## config.mk

```make
export PLATFORM = sky130hd
export DESIGN_NAME = nibble_serial_adder
export DESIGN_NICKNAME = d
export VERILOG_FILES = /design/src/rtl/nibble_serial_adder.sv
export SDC_FILE = /design/constraint.sdc
export NUM_CORES = 1
export LEC_CHECK = 0
export BUFFER_PORTS_ARGS = -buffer_cell sky130_fd_sc_hd__buf_2
export CORE_ASPECT_RATIO = 0.5
export CORE_MARGIN = 2
export CORE_UTILIZATION = 35
export CTS_BUF_LIST = sky130_fd_sc_hd__clkbuf_8
export DETAILED_ROUTE_END_ITERATION = 10
export GPL_TIMING_DRIVEN = 0
export PLACE_DENSITY_LB_ADDON = 0.2
export SKIP_CTS_REPAIR_TIMING = 1
export SLEW_MARGIN = 20
export SYNTH_ARGS = -nofsm -noshare
export SYNTH_HDL_FRONTEND = slang
export SYNTH_SLANG_ARGS = --single-unit
```

## constraint.sdc

```tcl
create_clock -name clk -period 2.6 [get_ports clk]
set_clock_uncertainty 0.1 [all_clocks]
set_input_delay 0.26 -clock clk [delete_from_list [all_inputs] [get_ports clk]]
set_output_delay 0.26 -clock clk [all_outputs]
set_load 0.03 [all_outputs]
```

## src/rtl/nibble_serial_adder.sv

```systemverilog
// Multi-cycle WIDTH-bit add/subtract unit built around a single 4-bit CLA slice.
// One operand nibble is processed per cycle, LSB nibble first; latency is
// N+1 edges from accept to the done cycle (N = WIDTH/4).
//
// Ports:
//   clk, rst_n      clock (rising edge), asynchronous active-low reset
//   start           request, sampled only when not busy
//   op_sub          1 = a - b, 0 = a + b + cin
//   a, b            WIDTH-bit operands
//   cin             carry-in for add, ignored for subtract
//   busy            high while nibbles are being processed
//   done            one-cycle result-valid pulse
//   sum, cout       result and MSB carry-out (subtract: 1 = no borrow)
//   zero, ovf       result-is-zero and signed-overflow flags, present only
//                   when NIBBLE_SERIAL_ADDER_FLAGS_EN is defined
//
// WIDTH must be a multiple of 4 and at least 8.

// 4-bit carry-lookahead adder slice.
module carry_look_adder (
  input  logic [3:0] a,
  input  logic [3:0] b,
  input  logic       cin,
  output logic [3:0] sum_c,
  output logic       cout_c
);

  logic [3:0] g;
  logic [3:0] p;
  logic [4:0] c;

  assign g = a & b;
  assign p = a ^ b;

  // Every carry is expanded directly from cin, so no carry ripples through the slice.
  assign c[0] = cin;
  assign c[1] = g[0] | (p[0] & cin);
  assign c[2] = g[1] | (p[1] & g[0]) | (p[1] & p[0] & cin);
  assign c[3] = g[2] | (p[2] & g[1]) | (p[2] & p[1] & g[0]) | (p[2] & p[1] & p[0] & cin);
  assign c[4] = g[3] | (p[3] & g[2]) | (p[3] & p[2] & g[1]) | (p[3] & p[2] & p[1] & g[0])
              | (p[3] & p[2] & p[1] & p[0] & cin);

  assign sum_c  = p ^ c[3:0];
  assign cout_c = c[4];

endmodule

module nibble_serial_adder #(
  parameter int unsigned WIDTH = 32
) (
  input  logic             clk,
  input  logic             rst_n,
  input  logic             start,
  input  logic             op_sub,
  input  logic [WIDTH-1:0] a,
  input  logic [WIDTH-1:0] b,
  input  logic             cin,
  output logic             busy,
  output logic             done,
  output logic [WIDTH-1:0] sum,
  output logic             cout
`ifdef NIBBLE_SERIAL_ADDER_FLAGS_EN
  ,
  output logic             zero,
  output logic             ovf
`endif
);

  localparam int unsigned N  = WIDTH / 4;
  localparam int unsigned CW = $clog2(N);

  localparam logic [1:0] S_IDLE = 2'd0;
  localparam logic [1:0] S_RUN  = 2'd1;
  localparam logic [1:0] S_DONE = 2'd2;

  logic [1:0]       state_q, state_d;
  logic [WIDTH-1:0] a_q, a_d;
  logic [WIDTH-1:0] b_q, b_d;
  logic             carry_q, carry_d;
  logic [CW-1:0]    cnt_q, cnt_d;
  logic [WIDTH-1:0] sum_d;
  logic             cout_d;
  logic             busy_d;
  logic             done_d;

  logic [3:0]       nib_sum_c;
  logic             nib_cout_c;

`ifdef NIBBLE_SERIAL_ADDER_FLAGS_EN
  logic             nz_q, nz_d;
  logic             zero_d;
  logic             ovf_d;
`endif

  // A/B shift right each cycle, so the slice always sees the low nibble.
  carry_look_adder u_cla (
    .a      (a_q[3:0]),
    .b      (b_q[3:0]),
    .cin    (carry_q),
    .sum_c  (nib_sum_c),
    .cout_c (nib_cout_c)
  );

  // State register and all registered outputs.
  always_ff @(posedge clk or negedge rst_n) begin
    if (!rst_n) begin
      state_q <= S_IDLE;
      a_q     <= '0;
      b_q     <= '0;
      carry_q <= 1'b0;
      cnt_q   <= '0;
      sum     <= '0;
      cout    <= 1'b0;
      busy    <= 1'b0;
      done    <= 1'b0;
`ifdef NIBBLE_SERIAL_ADDER_FLAGS_EN
      nz_q    <= 1'b0;
      zero    <= 1'b0;
      ovf     <= 1'b0;
`endif
    end else begin
      state_q <= state_d;
      a_q     <= a_d;
      b_q     <= b_d;
      carry_q <= carry_d;
      cnt_q   <= cnt_d;
      sum     <= sum_d;
      cout    <= cout_d;
      busy    <= busy_d;
      done    <= done_d;
`ifdef NIBBLE_SERIAL_ADDER_FLAGS_EN
      nz_q    <= nz_d;
      zero    <= zero_d;
      ovf     <= ovf_d;
`endif
    end
  end

  // Next-state and datapath update.
  always_comb begin
    state_d = state_q;
    a_d     = a_q;
    b_d     = b_q;
    carry_d = carry_q;
    cnt_d   = cnt_q;
    sum_d   = sum;
    cout_d  = cout;
`ifdef NIBBLE_SERIAL_ADDER_FLAGS_EN
    nz_d    = nz_q;
    zero_d  = zero;
    ovf_d   = ovf;
`endif

    case (state_q)
      S_IDLE, S_DONE: begin
        if (start) begin
          // Subtract is A + ~B + 1; cin only applies to add.
          a_d     = a;
          b_d     = op_sub ? ~b : b;
          carry_d = op_sub ? 1'b1 : cin;
          cnt_d   = '0;
`ifdef NIBBLE_SERIAL_ADDER_FLAGS_EN
          nz_d    = 1'b0;
`endif
          state_d = S_RUN;
        end else if (state_q == S_DONE) begin
          state_d = S_IDLE;
        end
      end

      S_RUN: begin
        a_d     = a_q >> 4;
        b_d     = b_q >> 4;
        carry_d = nib_cout_c;
        cnt_d   = cnt_q + CW'(1);
        sum_d[{cnt_q, 2'b00} +: 4] = nib_sum_c;
`ifdef NIBBLE_SERIAL_ADDER_FLAGS_EN
        nz_d    = nz_q | (|nib_sum_c);
`endif
        if (cnt_q == CW'(N - 1)) begin
          cout_d  = nib_cout_c;
`ifdef NIBBLE_SERIAL_ADDER_FLAGS_EN
          zero_d  = ~(nz_q | (|nib_sum_c));
          // Carry into the MSB is recovered from the MSB sum bit and its operands.
          ovf_d   = (a_q[3] ^ b_q[3] ^ nib_sum_c[3]) ^ nib_cout_c;
`endif
          state_d = S_DONE;
        end
      end

      default: state_d = S_IDLE;
    endcase

    busy_d = (state_d == S_RUN);
    done_d = (state_d == S_DONE);
  end

endmodule
```

==> out/results.tsv <==
stage	metric	value	unit
outcome	run status	completed	
floorplan	width of the die	168.5	microns
critical_path	crit path capture type	register	
global_routing	largest net degree at the start of global routing	54	
timing	worst hold slack	0.004976	ns
layout	growth of design area from synthesis to finish	22.35	%
critical_path	number of cells on the worst reg-to-reg path	5	
yosys	post-synthesis compound-gate area fraction	13.61	%
pwr	internal power	4.267	mW
clock_network	clock slew seen by the registers of the worst setup and hold paths	0.10	ns
floorplan	number of ports placed on the die boundary	104	
timing	final-report setup violation count	0	
yosys	area share of and/or/nand/nor cells after synthesis	10.57	%
clock_network	total clock buffers created by CTS	9	
placement	detailed placer's ending HPWL	8072	microns
routing	vias after detailed routing	3498	
pwr	leakage component of the power	2.794	nW
global_routing	GRT Total Usage	15.88	%
timing	transition at the pin with the smallest max-transition slack	0.7916	ns
layout	non-filler cells, final	709	
critical_path	cell-by-cell listing of the critical path	ha_1 > a41oi_1 > o21ai_2 > xor2_1 > mux2_2	
placement	last weighted congestion value of the routability-driven placer	0.7771	
routing	via count normalized by instance count	4.934	
critical_path	element type at the critical path start	register	
floorplan	die area	0.01453	sq mm
floorplan	row count	29	
routing	DRT iter0 DRCs	209	
pwr	largest vdd supply drop	0.3624	mV
global_routing	first-pass GRT wire length	17860	microns
routing	post-detailed-route DRC marker count	0	
worst_hold_path	Hold Crit Class	input pin to register	
timing	worst-case headroom to the max-slew limit	47.05	%
clock_network	deepest clock path buffer count	2	
layout	proportion of layout cells with a drive suffix above 1	33.40	%
placement	DP Area	0.005493	sq mm
yosys	adder and majority gate portion of the synthesized area	2.801	%
yosys	post-synth top area share	55.48	%
critical_path	startpoint-to-endpoint class of the critical path	register to register	
placement	Placed Cells	681	
yosys	flip-flop cell with the highest count after synthesis	sky130_fd_sc_hd__dfrtp_1	
clock_network	CTS H-Tree Depth	3	
timing	Hold Violations, Final	0	
yosys	distinct cell type count after synthesis	35	
routing	DRT antenna net count	0	
pwr	switching power summed over all nets	3.209	mW
timing	share of the clock period used by the worst path	86.45	%
yosys	number of synthesized flops with an enable pin	0	
floorplan	starting utilization of the core area	36.66	%
critical_path	data required time at the worst endpoint	2.80	ns
routing	final wirelength	10830	microns
yosys	cells taking the most area after synthesis	sky130_fd_sc_hd__dfrtp_1, sky130_fd_sc_hd__mux2_2, sky130_fd_sc_hd__xnor2_1	
pwr	combinational share of power	49.2	%
layout	antenna diode count	0	
run	max cap viols	0	
yosys	number of instances in the synthesized netlist	408	
critical_path	family with the most delay on the worst path	XOR/XNOR gates	
critical_path	critical path depth in cells	5	
pwr	power per cell area	1290	mW/mm^2
yosys	largest area contributor in the synthesized netlist	sky130_fd_sc_hd__dfrtp_1	
clock_network	clock tree from TritonCTS	built	
pwr	Sw Ratio	42.92	%
critical_path	crit-path max FO	8	
timing	maximum clock frequency	444.9	MHz
yosys	async set or reset register ratio after synthesis	100.0	%
clock_network	CTS Sinks	105	
global_routing	number of antenna violations at the first check in global routing	0	
pwr	sequential share of power	38.1	%
yosys	area of the mapped netlist	0.004736	sq mm
yosys	portion of netlist area occupied by mux cells	7.609	%
critical_path	Max stage delay cell, worst path	sky130_fd_sc_hd__xor2_1	
yosys	Post-Synthesis Net Count	487	
critical_path	RR Endpoint	sum[15]	
layout	nets	613	
yosys	register bit count reported by yosys	105	
critical_path	buffer and inverter count on the worst path	0	
routing	number of search-and-repair iterations in the first detailed-routing pass	4	
critical_path	worst stage delay on the critical path	0.64	ns
critical_path	Critical Path AT	2.45	ns
yosys	xor-xnor portion of the synthesized cell area	6.473	%
placement	total of buffers placed on input and output ports	102	
critical_path	Crit. Startpoint	a_q[0]	
yosys	Mapped Avg Cell Area	11.61	sq um
clock_network	root buffer cell	sky130_fd_sc_hd__clkbuf_8	
floorplan	Die Ht	86.25	microns
yosys	sequential-to-total area share from yosys stat	55.48	%
global_routing	vias in the first global route	3445	
routing	mean routed wirelength per cell	15.28	microns
timing	setup repair after global routing missed its margin	no	
layout	final std cell area, no fill	0.005794	sq mm
clock_network	Clk Latency, worst-skew pair	0.37	ns
pwr	proportion of power drawn by the clock network	12.6	%
floorplan	area of the core region	0.01292	sq mm
yosys	main combinational cell family by area after synthesis	compound AO/OA/AOI/OAI gates	
critical_path	flop-to-flop setup slack	0.35	ns
critical_path	source of the worst register-to-register timing path	a_q[0]	
timing	fin. max-slew vios	0	
layout	utilization after layout	44.86	%
critical_path	CP Capture Point	sum[15]	
global_routing	total grt overflow	0	
timing	crit path time final	2.248	ns
yosys	Synth Warn #	0	
## per-layer routing
metal	vias up	share of wire, %	GRT usage, %
li1	1702	-	-
met1	1709	52	23.47
met2	80	42	23.19
met3	7	5.0	4.338
met4	0	0.88	3.762
met5	-	0	0
## kinds of logic after synthesis
| group | Yosys count |
|---|---|
| adders and majority gates | 10 |
| and+or+nand+nor | 115 |
| muxes | 32 |
| xor gates and xnor gates | 35 |
| AOI/OAI and AO/OA | 79 |
| DFF | 105 |
| buffers and inverters | 32 |
## through the flow
step / total power [mW] / setup slack (ns) / TNS (ns)
2_1_floorplan: 5.466 / 0.6047 / 0
3_3_place_gp: 6.507 / -0.06010 / -5.450
3_5_place_dp: 6.602 / 0.3533 / 0
4_1_cts: 7.558 / 0.3440 / 0
5_1_grt: 8.079 / 0.1809 / 0
6_report: 7.476 / 0.3523 / 0
## flip-flops by register name (all words and copies together), names as in the netlist
name,flops
sum,32
cnt_q,3
busy,1
a_q,32
b_q,32
done,1
cout,1
state_q,2
carry_q,1
## area by class of cell
cell class	instances	area, sq um
Fill cell	1300	7123
Sequential cell	105	2628
Multi-Input combinational cell	271	1944
Timing Repair Buffer	115	664.4
Tap cell	170	212.7
Clock buffer	11	151.4
Buffer	28	148.9
Clock inverter	5	30.03
Inverter	4	15.01
## power by group through the flow
stage / Combinational, mW / Sequential (mW) / Clock (mW)
5_1_grt: 4.07 / 2.96 / 1.05
6_report: 3.68 / 2.85 / 0.944
3_5_place_dp: 3.71 / 2.89 / 0
4_1_cts: 3.72 / 2.86 / 0.984
3_3_place_gp: 3.64 / 2.87 / 0
2_1_floorplan: 2.16 / 3.31 / 0
## layout by cell type (no fill, tap or decap), types with 9 or more instances in the layout
cell	n
sky130_fd_sc_hd__ha_1	9
sky130_fd_sc_hd__mux2_2	31
sky130_fd_sc_hd__dlygate4sd3_1	12
sky130_fd_sc_hd__buf_2	121
sky130_fd_sc_hd__nand2_1	63
sky130_fd_sc_hd__xnor2_1	33
sky130_fd_sc_hd__clkbuf_8	11
sky130_fd_sc_hd__dfrtp_1	105
sky130_fd_sc_hd__a22oi_1	28
sky130_fd_sc_hd__a221o_1	28
sky130_fd_sc_hd__nor2_1	34
## Yosys cell counts (4+ instances only)
library cell,count
sky130_fd_sc_hd__o21ai_0,8
sky130_fd_sc_hd__ha_1,9
sky130_fd_sc_hd__mux2_2,31
sky130_fd_sc_hd__nor2_1,34
sky130_fd_sc_hd__dfrtp_1,105
sky130_fd_sc_hd__a221o_1,28
sky130_fd_sc_hd__clkbuf_1,4
sky130_fd_sc_hd__buf_2,20
sky130_fd_sc_hd__a22oi_1,28
sky130_fd_sc_hd__a22o_1,6
sky130_fd_sc_hd__nand2_1,63
sky130_fd_sc_hd__a21oi_1,4
sky130_fd_sc_hd__xnor2_1,33
## how the worst min path moves through the flow
stage,startpoint,to,slack (ns),depth (start not counted)
2_1_floorplan,rst_n,a_q[0],-0.14,0
3_3_place_gp,a_q[26],a_q[26],0.36,2
3_5_place_dp,rst_n,a_q[27],0.15,1
4_1_cts,rst_n,a_q[27],-0.27,1
5_1_grt,a[3],a_q[3],0.0005,3
6_report,a[21],a_q[21],0.005,3
## worst min-delay path, cell delays in order
cell	delay [ns]
sky130_fd_sc_hd__buf_2	0.08
sky130_fd_sc_hd__a22oi_1	0.06
sky130_fd_sc_hd__nand2_1	0.05
Power figures use the tool's default switching activity.
